## config.mk

```make
export PLATFORM = sky130hd
export DESIGN_NAME = id_ex_stage
export DESIGN_NICKNAME = d
export VERILOG_FILES = /design/src/rtl/id_ex_stage.sv
export SDC_FILE = /design/constraint.sdc
export NUM_CORES = 1
export LEC_CHECK = 0
export ABC_AREA = 1
export BUFFER_PORTS_ARGS = -buffer_cell sky130_fd_sc_hd__buf_4
export CAP_MARGIN = 20
export CELL_PAD_IN_SITES_DETAIL_PLACEMENT = 0
export CELL_PAD_IN_SITES_GLOBAL_PLACEMENT = 1
export CORE_AREA = 2 2 143 145
export CTS_CLUSTER_DIAMETER = 150
export DETAILED_ROUTE_END_ITERATION = 8
export DIE_AREA = 0 0 145 147
export HOLD_SLACK_MARGIN = 0.12
export PLACE_DENSITY_LB_ADDON = 0.12
export RECOVER_POWER = 25
export SYNTH_ARGS = -nofsm -noshare
export SYNTH_HDL_FRONTEND = slang
export SYNTH_SLANG_ARGS = --single-unit
```

## constraint.sdc

```tcl
create_clock -name Clk -period 2.2 [get_ports Clk]
set_input_delay 0.44 -clock Clk [delete_from_list [all_inputs] [get_ports Clk]]
set_output_delay 0.44 -clock Clk [all_outputs]
set_load 0.005 [all_outputs]
```

## src/rtl/id_ex_stage.sv

```systemverilog
// ----------------------------------------------------------------------------
// id_ex_stage
//
// ID/EX pipeline register that sits directly after the opcode decoder. It
// holds the decoder control bundle, the register-file read data, the
// sign-extended immediate, the register specifiers and PC+4 of the
// instruction that moves into EX.
//
// It also detects load-use hazards. When the instruction in EX is a load
// whose destination is a source of the instruction in ID, Stall is raised for
// one cycle to hold the PC and IF/ID, and a bubble enters EX. A Flush from a
// resolved branch or jump squashes the ID instruction into a bubble as well.
// Every bubble that enters EX is counted in a saturating counter for
// performance debug.
//
// Parameters
//   DATA_WIDTH      width of the operand, immediate and PC paths
//   REG_ADDR_WIDTH  width of the register specifiers
//   CNT_WIDTH       width of the bubble counter
//
// Ports
//   Clk, Rst               clock and synchronous active-high reset
//   Flush                  squash the instruction currently in ID
//   *_in                   decoder controls, operands, immediate, PC+4 and
//                          register specifiers of the ID instruction
//   *_ex                   registered copies of the *_in values for EX
//   Valid_ex               EX holds a real instruction, not a bubble
//   Stall                  combinational; holds PC and IF/ID this cycle
//   BubbleCount            saturating count of inserted bubbles
// ----------------------------------------------------------------------------
module id_ex_stage #(
    parameter int DATA_WIDTH     = 32,
    parameter int REG_ADDR_WIDTH = 5,
    parameter int CNT_WIDTH      = 16
) (
    input  logic                      Clk,
    input  logic                      Rst,
    input  logic                      Flush,

    input  logic [1:0]                RegDst_in,
    input  logic                      Jump_in,
    input  logic                      Branch_in,
    input  logic                      MemRead_in,
    input  logic                      MemtoReg_in,
    input  logic                      RegWrite_in,
    input  logic                      ALUSrc_in,
    input  logic                      Double_in,
    input  logic                      D_addi_in,
    input  logic [2:0]                ALUOp_in,
    input  logic [DATA_WIDTH-1:0]     ReadData1_in,
    input  logic [DATA_WIDTH-1:0]     ReadData2_in,
    input  logic [DATA_WIDTH-1:0]     Imm_in,
    input  logic [DATA_WIDTH-1:0]     PCPlus4_in,
    input  logic [REG_ADDR_WIDTH-1:0] Rs_in,
    input  logic [REG_ADDR_WIDTH-1:0] Rt_in,
    input  logic [REG_ADDR_WIDTH-1:0] Rd_in,

    output logic [1:0]                RegDst_ex,
    output logic                      Jump_ex,
    output logic                      Branch_ex,
    output logic                      MemRead_ex,
    output logic                      MemtoReg_ex,
    output logic                      RegWrite_ex,
    output logic                      ALUSrc_ex,
    output logic                      Double_ex,
    output logic                      D_addi_ex,
    output logic [2:0]                ALUOp_ex,
    output logic [DATA_WIDTH-1:0]     ReadData1_ex,
    output logic [DATA_WIDTH-1:0]     ReadData2_ex,
    output logic [DATA_WIDTH-1:0]     Imm_ex,
    output logic [DATA_WIDTH-1:0]     PCPlus4_ex,
    output logic [REG_ADDR_WIDTH-1:0] Rs_ex,
    output logic [REG_ADDR_WIDTH-1:0] Rt_ex,
    output logic [REG_ADDR_WIDTH-1:0] Rd_ex,

    output logic                      Valid_ex,
    output logic                      Stall,
    output logic [CNT_WIDTH-1:0]      BubbleCount
);

    localparam logic [CNT_WIDTH-1:0] CNT_MAX = {CNT_WIDTH{1'b1}};
    localparam logic [CNT_WIDTH-1:0] CNT_ONE = {{(CNT_WIDTH-1){1'b0}}, 1'b1};

    // ------------------------------------------------------------------------
    // Load-use hazard detection
    // ------------------------------------------------------------------------
    logic rt_ex_nonzero;
    logic rs_uses_load;
    logic rt_uses_load;
    logic hazard;
    logic insert_bubble;

    // Register 0 is hardwired to zero, so a load that targets it cannot
    // create a dependency. Rt of the ID instruction is only a source when it
    // takes its second operand from the register file (ALUSrc_in = 0); for
    // immediate forms Rt is a destination and must not trigger a stall.
    always_comb begin
        rt_ex_nonzero = |Rt_ex;
        rs_uses_load  = (Rt_ex == Rs_in);
        rt_uses_load  = (Rt_ex == Rt_in) & ~ALUSrc_in;
        hazard        = MemRead_ex & Valid_ex & rt_ex_nonzero
                        & (rs_uses_load | rt_uses_load);
    end

    // A flush squashes the ID instruction, so IF/ID is reloaded anyway and
    // holding it would be wrong. Reset also overrides the stall.
    always_comb begin
        Stall         = hazard & ~Flush & ~Rst;
        insert_bubble = Flush | hazard;
    end

    // ------------------------------------------------------------------------
    // Pipeline register payload
    // ------------------------------------------------------------------------
    // A bubble is encoded as an all-zero payload: no register write, no
    // memory access, no branch/jump, so EX/MEM/WB treat it as a no-op even
    // before Valid_ex is consulted.
    always_ff @(posedge Clk) begin
        if (Rst || insert_bubble) begin
            RegDst_ex    <= '0;
            Jump_ex      <= 1'b0;
            Branch_ex    <= 1'b0;
            MemRead_ex   <= 1'b0;
            MemtoReg_ex  <= 1'b0;
            RegWrite_ex  <= 1'b0;
            ALUSrc_ex    <= 1'b0;
            Double_ex    <= 1'b0;
            D_addi_ex    <= 1'b0;
            ALUOp_ex     <= '0;
            ReadData1_ex <= '0;
            ReadData2_ex <= '0;
            Imm_ex       <= '0;
            PCPlus4_ex   <= '0;
            Rs_ex        <= '0;
            Rt_ex        <= '0;
            Rd_ex        <= '0;
        end else begin
            RegDst_ex    <= RegDst_in;
            Jump_ex      <= Jump_in;
            Branch_ex    <= Branch_in;
            MemRead_ex   <= MemRead_in;
            MemtoReg_ex  <= MemtoReg_in;
            RegWrite_ex  <= RegWrite_in;
            ALUSrc_ex    <= ALUSrc_in;
            Double_ex    <= Double_in;
            D_addi_ex    <= D_addi_in;
            ALUOp_ex     <= ALUOp_in;
            ReadData1_ex <= ReadData1_in;
            ReadData2_ex <= ReadData2_in;
            Imm_ex       <= Imm_in;
            PCPlus4_ex   <= PCPlus4_in;
            Rs_ex        <= Rs_in;
            Rt_ex        <= Rt_in;
            Rd_ex        <= Rd_in;
        end
    end

    // ------------------------------------------------------------------------
    // Valid flag
    // ------------------------------------------------------------------------
    // A bubble clears Valid_ex, which also breaks the hazard term on the
    // next cycle so a stalled instruction is captured after exactly one
    // bubble. After a reset Valid_ex is 0 for the same reason, so an
    // instruction held in IF/ID across a reset is captured normally.
    always_ff @(posedge Clk) begin
        if (Rst || insert_bubble) begin
            Valid_ex <= 1'b0;
        end else begin
            Valid_ex <= 1'b1;
        end
    end

    // ------------------------------------------------------------------------
    // Saturating bubble counter
    // ------------------------------------------------------------------------
    // Flush and hazard in the same cycle produce a single bubble and
    // therefore a single increment. The counter sticks at its maximum so a
    // long run never wraps back to a misleadingly small value.
    always_ff @(posedge Clk) begin
        if (Rst) begin
            BubbleCount <= '0;
        end else if (insert_bubble && (BubbleCount != CNT_MAX)) begin
            BubbleCount <= BubbleCount + CNT_ONE;
        end
    end

endmodule

```

==> run metrics, run 1 <==
top cells by area, synth dfxtp_1 62%, nor2_1 13%, inv_1 12%; maximum clock rate 500.0 MHz; Synth Area in Adders 0.002230; largest net degree at the start of global routing 64; RSZ-0062 raised after global routing false; Main synth FF type dfxtp_1; Worst-Margin Slew 0.3936 ns; Synth top area share 0.6173; Die W 145 um; DRT Pass-1 Iters 4; largest family of logic cells by synthesized area simple AND/OR/NAND/NOR gates; clk sinks 173; first-pass GRT wire length 26.08 mm; Syn. warnings 0; Die Y 147 um; Crit Path Max Fanout 5; mux contribution to synthesized area 0; fraction of layout cells with a size suffix above 1 0.3468; Finished Cell Area 0.008905 mm^2; max cap viols 0; Tot GR Track Use 0.1576; Fin Clk Skew 0.009674 ns; DRC 0; Worst-path clk slew 0.08 ns; TritonCTS buffer count 17; Root Buffer clkbuf_16; Routed Antenna Nets 0; CP Launch Type register; CP peak stage delay 0.37 ns; row count 52; drt first-iter violations 165; Leak Pwr 0.004888 uW; FFs w/ async S/R, synth 0; final period utilization 0.9092; most frequent cells in the layout 255 x buf_4, 188 x nor2_1, 178 x inv_1; number of global-route vias before repair 4865; EDFF count, synth 0; via-per-instance ratio 3.781; Synth Area in XOR/XNOR 0.01717; Final setup viols 0; Worst Path Arrival 1.56 ns; initial cell density of the core 0.2827; Port Buffer Count 332; Clock Latency Late Sink 0.42 ns; slew margin rel. 0.7370; initial antenna violation count 0; outcome complete, no violations; dpl cell area 0.008413 mm^2; Yosys top cell by area dfxtp_1; largest buffer count on any clock path 2; DR vias 4945; critical-path cell list inv_1, nand2_1, nand2_1, nor2_1, nand3_1, nand2_2, nand2_2, nor3_2, buf_4; core region area 0.01984 mm^2; final hold vios 0; slowest CP cell dfxtp_4; fin crit period 2.000 ns; VDD IR max 503.0 uV; Cell Pwr Density 788.3 mW/mm^2; Placed Instances 1275; Distinct cells, synth 23; Setup TNS Final 0 ns; Compound-Gate Fraction of Synth Area 0.01048; Avg WL per Cell 12.79 um; fin nets 1185; Die Area 0.02132 mm^2; Mapped Cells 686; CTS tree yes; # IOs 333; Synth Area in Simple Gates 0.2090; grt ovf 0; ANT cells 0; WL final 16.73 mm; post-synthesis instance area 0.005610 mm^2; Worst Path Required 1.76 ns; Post-DP HPWL 12.83 mm; Synth Net Count 846; worst min-delay path class in -> reg; Seq cells post-synth 173; gp weighted congestion 0.7441; fin. max-slew vios 0; Finished Layout Cells 1308; htree depth 4; sequential fraction of the synthesis area 0.6173; Synth-to-Final Area Change 58.72%; Setup crit end kind output port; commonest non-fill, non-tap cell in the layout buf_4; Mean Syn Cell Area 8.178 um^2; WS Path Type reg -> out
[worst paths after layout]
| check | start | endpoint | slack, ns | depth (start not counted) |
|---|---|---|---|---|
| worst max-delay path | Rt_ex[1]$_SDFF_PP0_ | Stall | 0.20 | 9 |
| worst max register to register | BubbleCount[0]$_SDFFE_PP0P_ | BubbleCount[11]$_SDFFE_PP0P_ | 0.32 | 10 |
| worst min register to register | BubbleCount[0]$_SDFFE_PP0P_ | BubbleCount[0]$_SDFFE_PP0P_ | 0.55 | 2 |
| worst min-delay path | ReadData1_in[24] | ReadData1_ex[24]$_SDFF_PP0_ | 0.22 | 3 |
[per-stage QoR]
stage	total power (uW)	hold WS, ns	setup slack, ns	util
final	7020	0.2248	0.1998	0.4487
after global routing	7357	0.1951	0.0002010	0.4487
after CTS	7159	0.2030	0.003093	0.4534
after detailed placement	4127	0.5380	0.2768	0.4240
after global placement	4124	0.5262	0.2925	0.4240
after floorplan	3630	0.5093	0.3726	-
[area by class of cell]
| type | instances | area, um^2 |
|---|---|---|
| well taps | 270 | 337.8 |
| clock inverters | 13 | 148.9 |
| multi-input cells | 311 | 1360 |
| clock buffers | 19 | 432.9 |
| flip-flops and latches | 173 | 3473 |
| fillers | 2079 | 10940 |
| inverters | 179 | 671.9 |
| repair buffers | 343 | 2480 |
[flip-flops by register name, summed over array words and instances, names as in the netlist]
register	count
MemtoReg_ex	1
MemRead_ex	1
Rd_ex	5
ALUSrc_ex	1
BubbleCount	16
D_addi_ex	1
Valid_ex	1
PCPlus4_ex	32
Imm_ex	32
ReadData1_ex	32
RegWrite_ex	1
Branch_ex	1
ReadData2_ex	32
Rs_ex	5
ALUOp_ex	3
Jump_ex	1
Rt_ex	5
RegDst_ex	2
Double_ex	1
[cell families after synthesis]
family / Yosys count
AND/OR/NAND/NOR: 288
buffers and inverters: 202
flip-flops: 173
AO/OA/AOI/OAI: 11
XOR/XNOR: 11
adder cells (fa/ha/maj): 1
[report_power, final]
group          switching [uW]  internal [uW]  total, uW  leakage, uW
sequential               55.3           3260       3320      0.00142
combinational             296            404        700      0.00319
clock                    1390           1610       3000     0.000275
[timing repair]
item / in CTS / in global routing
resized for setup: 2 / 8
pin swaps: 0 / 2
endpoints found under the hold margin: 0 / 0
setup endpoints to repair: 1 / 1
gates cloned: 0 / 0
hold buffers: 0 / 0
setup buffers: 0 / 1
[worst max-delay path: cells and delay by family, from the launching register on]
kind	cells	cell delay [ns]
and+or+nand+nor	7	0.59
DFF	1	0.37
buffers and inverters	2	0.19
[synthesized netlist by cell type (2+ instances only)]
cell / n
nor2_1: 189
inv_1: 178
dfxtp_1: 173
nand2_1: 67
buf_2: 18
nand3_1: 16
a21oi_1: 7
xor2_1: 7
xnor2_1: 4
nand3_2: 3
nand3b_1: 3
nor3_1: 3
o21ai_0: 3
buf_6: 2
clkbuf_1: 2
nand4_1: 2
nor2_2: 2
nor3_4: 2
[routing by layer]
metal | global-route usage | part of all wire | up-vias | routed length [um]
met5 | 0 | 0 | - | 0
met4 | 0.05149 | 0.019 | 0 | 321
met3 | 0.06988 | 0.094 | 19 | 1569
met2 | 0.2764 | 0.50 | 196 | 8397
met1 | 0.1705 | 0.39 | 2131 | 6445
li1 | - | - | 2599 | -
Note: power is estimated with default switching activity, not from simulation.
==> run 2, diff against run 1 <==
--- a/config.mk
+++ b/config.mk
@@ -15,7 +15,7 @@
 export DETAILED_ROUTE_END_ITERATION = 8
 export DIE_AREA = 0 0 145 147
 export HOLD_SLACK_MARGIN = 0.12
-export PLACE_DENSITY_LB_ADDON = 0.12
+export PLACE_DENSITY_LB_ADDON = 0.1
 export RECOVER_POWER = 25
 export SYNTH_ARGS = -nofsm -noshare
 export SYNTH_HDL_FRONTEND = slang
==> run 2 against run 1 <==
  * Register-to-register slack got worse by 0.03 ns
  * Largest power group unchanged
  * Worst hold slack gained 0.0011 ns
  * Maximum frequency decreased by 1.5%
  * Count of clock-buffer cells in the layout unchanged
  * Routed wire length shrank 1.2%
  * Sequential cell count is the same
  * Cell count about the same
  * Highest routed layer unchanged
  * Design area increased by 0.31%
  * Via count down 0.75%
==> run metrics, run 2 (same netlist as run 1, synthesis figures left out) <==
WL final 16.53 mm; Setup crit end kind output port; fraction of layout cells with a size suffix above 1 0.3375; max cap viols 0; maximum clock rate 492.4 MHz; clk sinks 173; Avg WL per Cell 12.65 um; fin crit period 2.031 ns; Clock Latency Late Sink 0.42 ns; reg2reg path depth 12; worst slack, placed 0.1610 ns; fin. max-slew vios 0; FF-to-FF setup slack 0.29 ns; via-per-instance ratio 3.755; r2r endpoint BubbleCount[9]$_SDFFE_PP0P_; Port Buffer Count 332; commonest non-fill, non-tap cell in the layout buf_4; htree depth 4; worst min-delay path class in -> reg; Worst-Margin Slew 0.3646 ns; most frequent cells in the layout 251 x buf_4, 188 x nor2_1, 178 x inv_1; Top cell by count, worst path nand2_1; Finished Layout Cells 1307; Worst Path Arrival 1.59 ns; outcome complete, no violations; largest net degree at the start of global routing 40; grt ovf 0; VDD IR max 493.9 uV; power after layout 7169 uW; Tot GR Track Use 0.1568; slowest CP cell dfxtp_1; drt first-iter violations 126; initial cell density of the core 0.2827; Crit path max-delay family simple AND/OR/NAND/NOR gates; row count 52; DRT Pass-1 Iters 4; Util after Layout 0.4501; WHS Endpoint ReadData1_ex[25]$_SDFF_PP0_; fin nets 1184; Die Area 0.02132 mm^2; Cell Pwr Density 802.6 mW/mm^2; ANT cells 0; Placed Instances 1275; Hold Path Origin ReadData1_in[25]; first-pass GRT wire length 26.07 mm; Post-DP HPWL 12.90 mm; Final setup viols 0; DR vias 4908; Post-CTS Setup Bufs 0; gp weighted congestion 0.7573; core region area 0.01984 mm^2; Synth-to-Final Area Change 59.21%; WS Path Type reg -> out; slew margin rel. 0.7564; r2r startpoint Rt_ex[0]$_SDFF_PP0_; Buf/Inv on CP 2; Root Buffer clkbuf_16; number of global-route vias before repair 4795; final hold vios 0; worst hold margin 0.2258 ns; largest buffer count on any clock path 2; DRC 0; Die Y 147 um; Crit Path Max Fanout 5; Leak Pwr 0.004901 uW; initial antenna violation count 0; final period utilization 0.9231; worst setup slack after layout 0.1692 ns; critical-path cell list inv_1, nand2_1, nand2_1, nor2_1, nand3_1, nand2_1, nand2_1, nor3_2, buf_4; Worst Path Required 1.76 ns; CP Launch Type register; Fin Clk Skew 0.009585 ns; CP peak stage delay 0.40 ns; # IOs 333; CTS tree yes; TritonCTS buffer count 17; Worst-path clk slew 0.07 ns; hold-critical path depth 3; Die W 145 um; Routed Antenna Nets 0
[run 2: changes by cell type in the layout (fill, tap and decap cells not counted), sizes merged]
| cell | previous run | this run |
|---|---|---|
| inv | 186 | 185 |
| clkinvlp | 3 | 1 |
| clkinv | 2 | 3 |
| bufinv | 1 | 3 |
| clkbuf | 105 | 104 |
[run 2: tightest hold or removal path, cell delays in order]
cell	delay (ns)
buf_4	0.08
inv_1	0.03
nor2_1	0.07
[run 2: where the power goes]
| part | internal [uW] | switching (uW) |
|---|---|---|
| sequential | 3260 | 55.4 |
| clock | 1820 | 1320 |
| combinational | 408 | 295 |
| total | 5490 | 1670 |
[run 2: routing by layer]
layer,part of all wire,global-route usage,wire (um)
met5,0,0,0
met4,0.016,0.05248,261
met3,0.081,0.06211,1345
met2,0.51,0.2762,8424
met1,0.39,0.1730,6500
[run 2: metrics by stage]
step	area (um^2)	setup TNS, ns
2_1_floorplan	5610	0
3_3_place_gp	8451	0
3_5_place_dp	8451	0
4_1_cts	9061	0
5_1_grt	8932	-0.006002
6_report	8932	0
[run 2: final cells by class]
cell class / instances / area (um^2)
Fill cell: 2075 / 10910
Sequential cell: 173 / 3466
Timing Repair Buffer: 342 / 2491
Multi-Input combinational cell: 311 / 1355
Inverter: 179 / 671.9
Clock buffer: 19 / 432.9
Tap cell: 270 / 337.8
Clock inverter: 13 / 177.7
[run 2: repair_timing]
item                       CTS  global route
resized for setup            0             4
setup endpoints to repair    0             1
hold buffers                 0             0
[run 2: how the worst max path moves through the flow]
stage,end,cells past startpoint,startpoint
final,Stall,9,Rt_ex[0]$_SDFF_PP0_
after global placement,BubbleCount[6]$_SDFFE_PP0P_,13,Rs_in[3]
after CTS,Stall,9,Rt_ex[4]$_SDFF_PP0_
after global routing,Stall,9,Rt_ex[1]$_SDFF_PP0_
after detailed placement,BubbleCount[9]$_SDFFE_PP0P_,13,Rs_in[3]
after floorplan,BubbleCount[2]$_SDFFE_PP0P_,10,BubbleCount[0]$_SDFFE_PP0P_
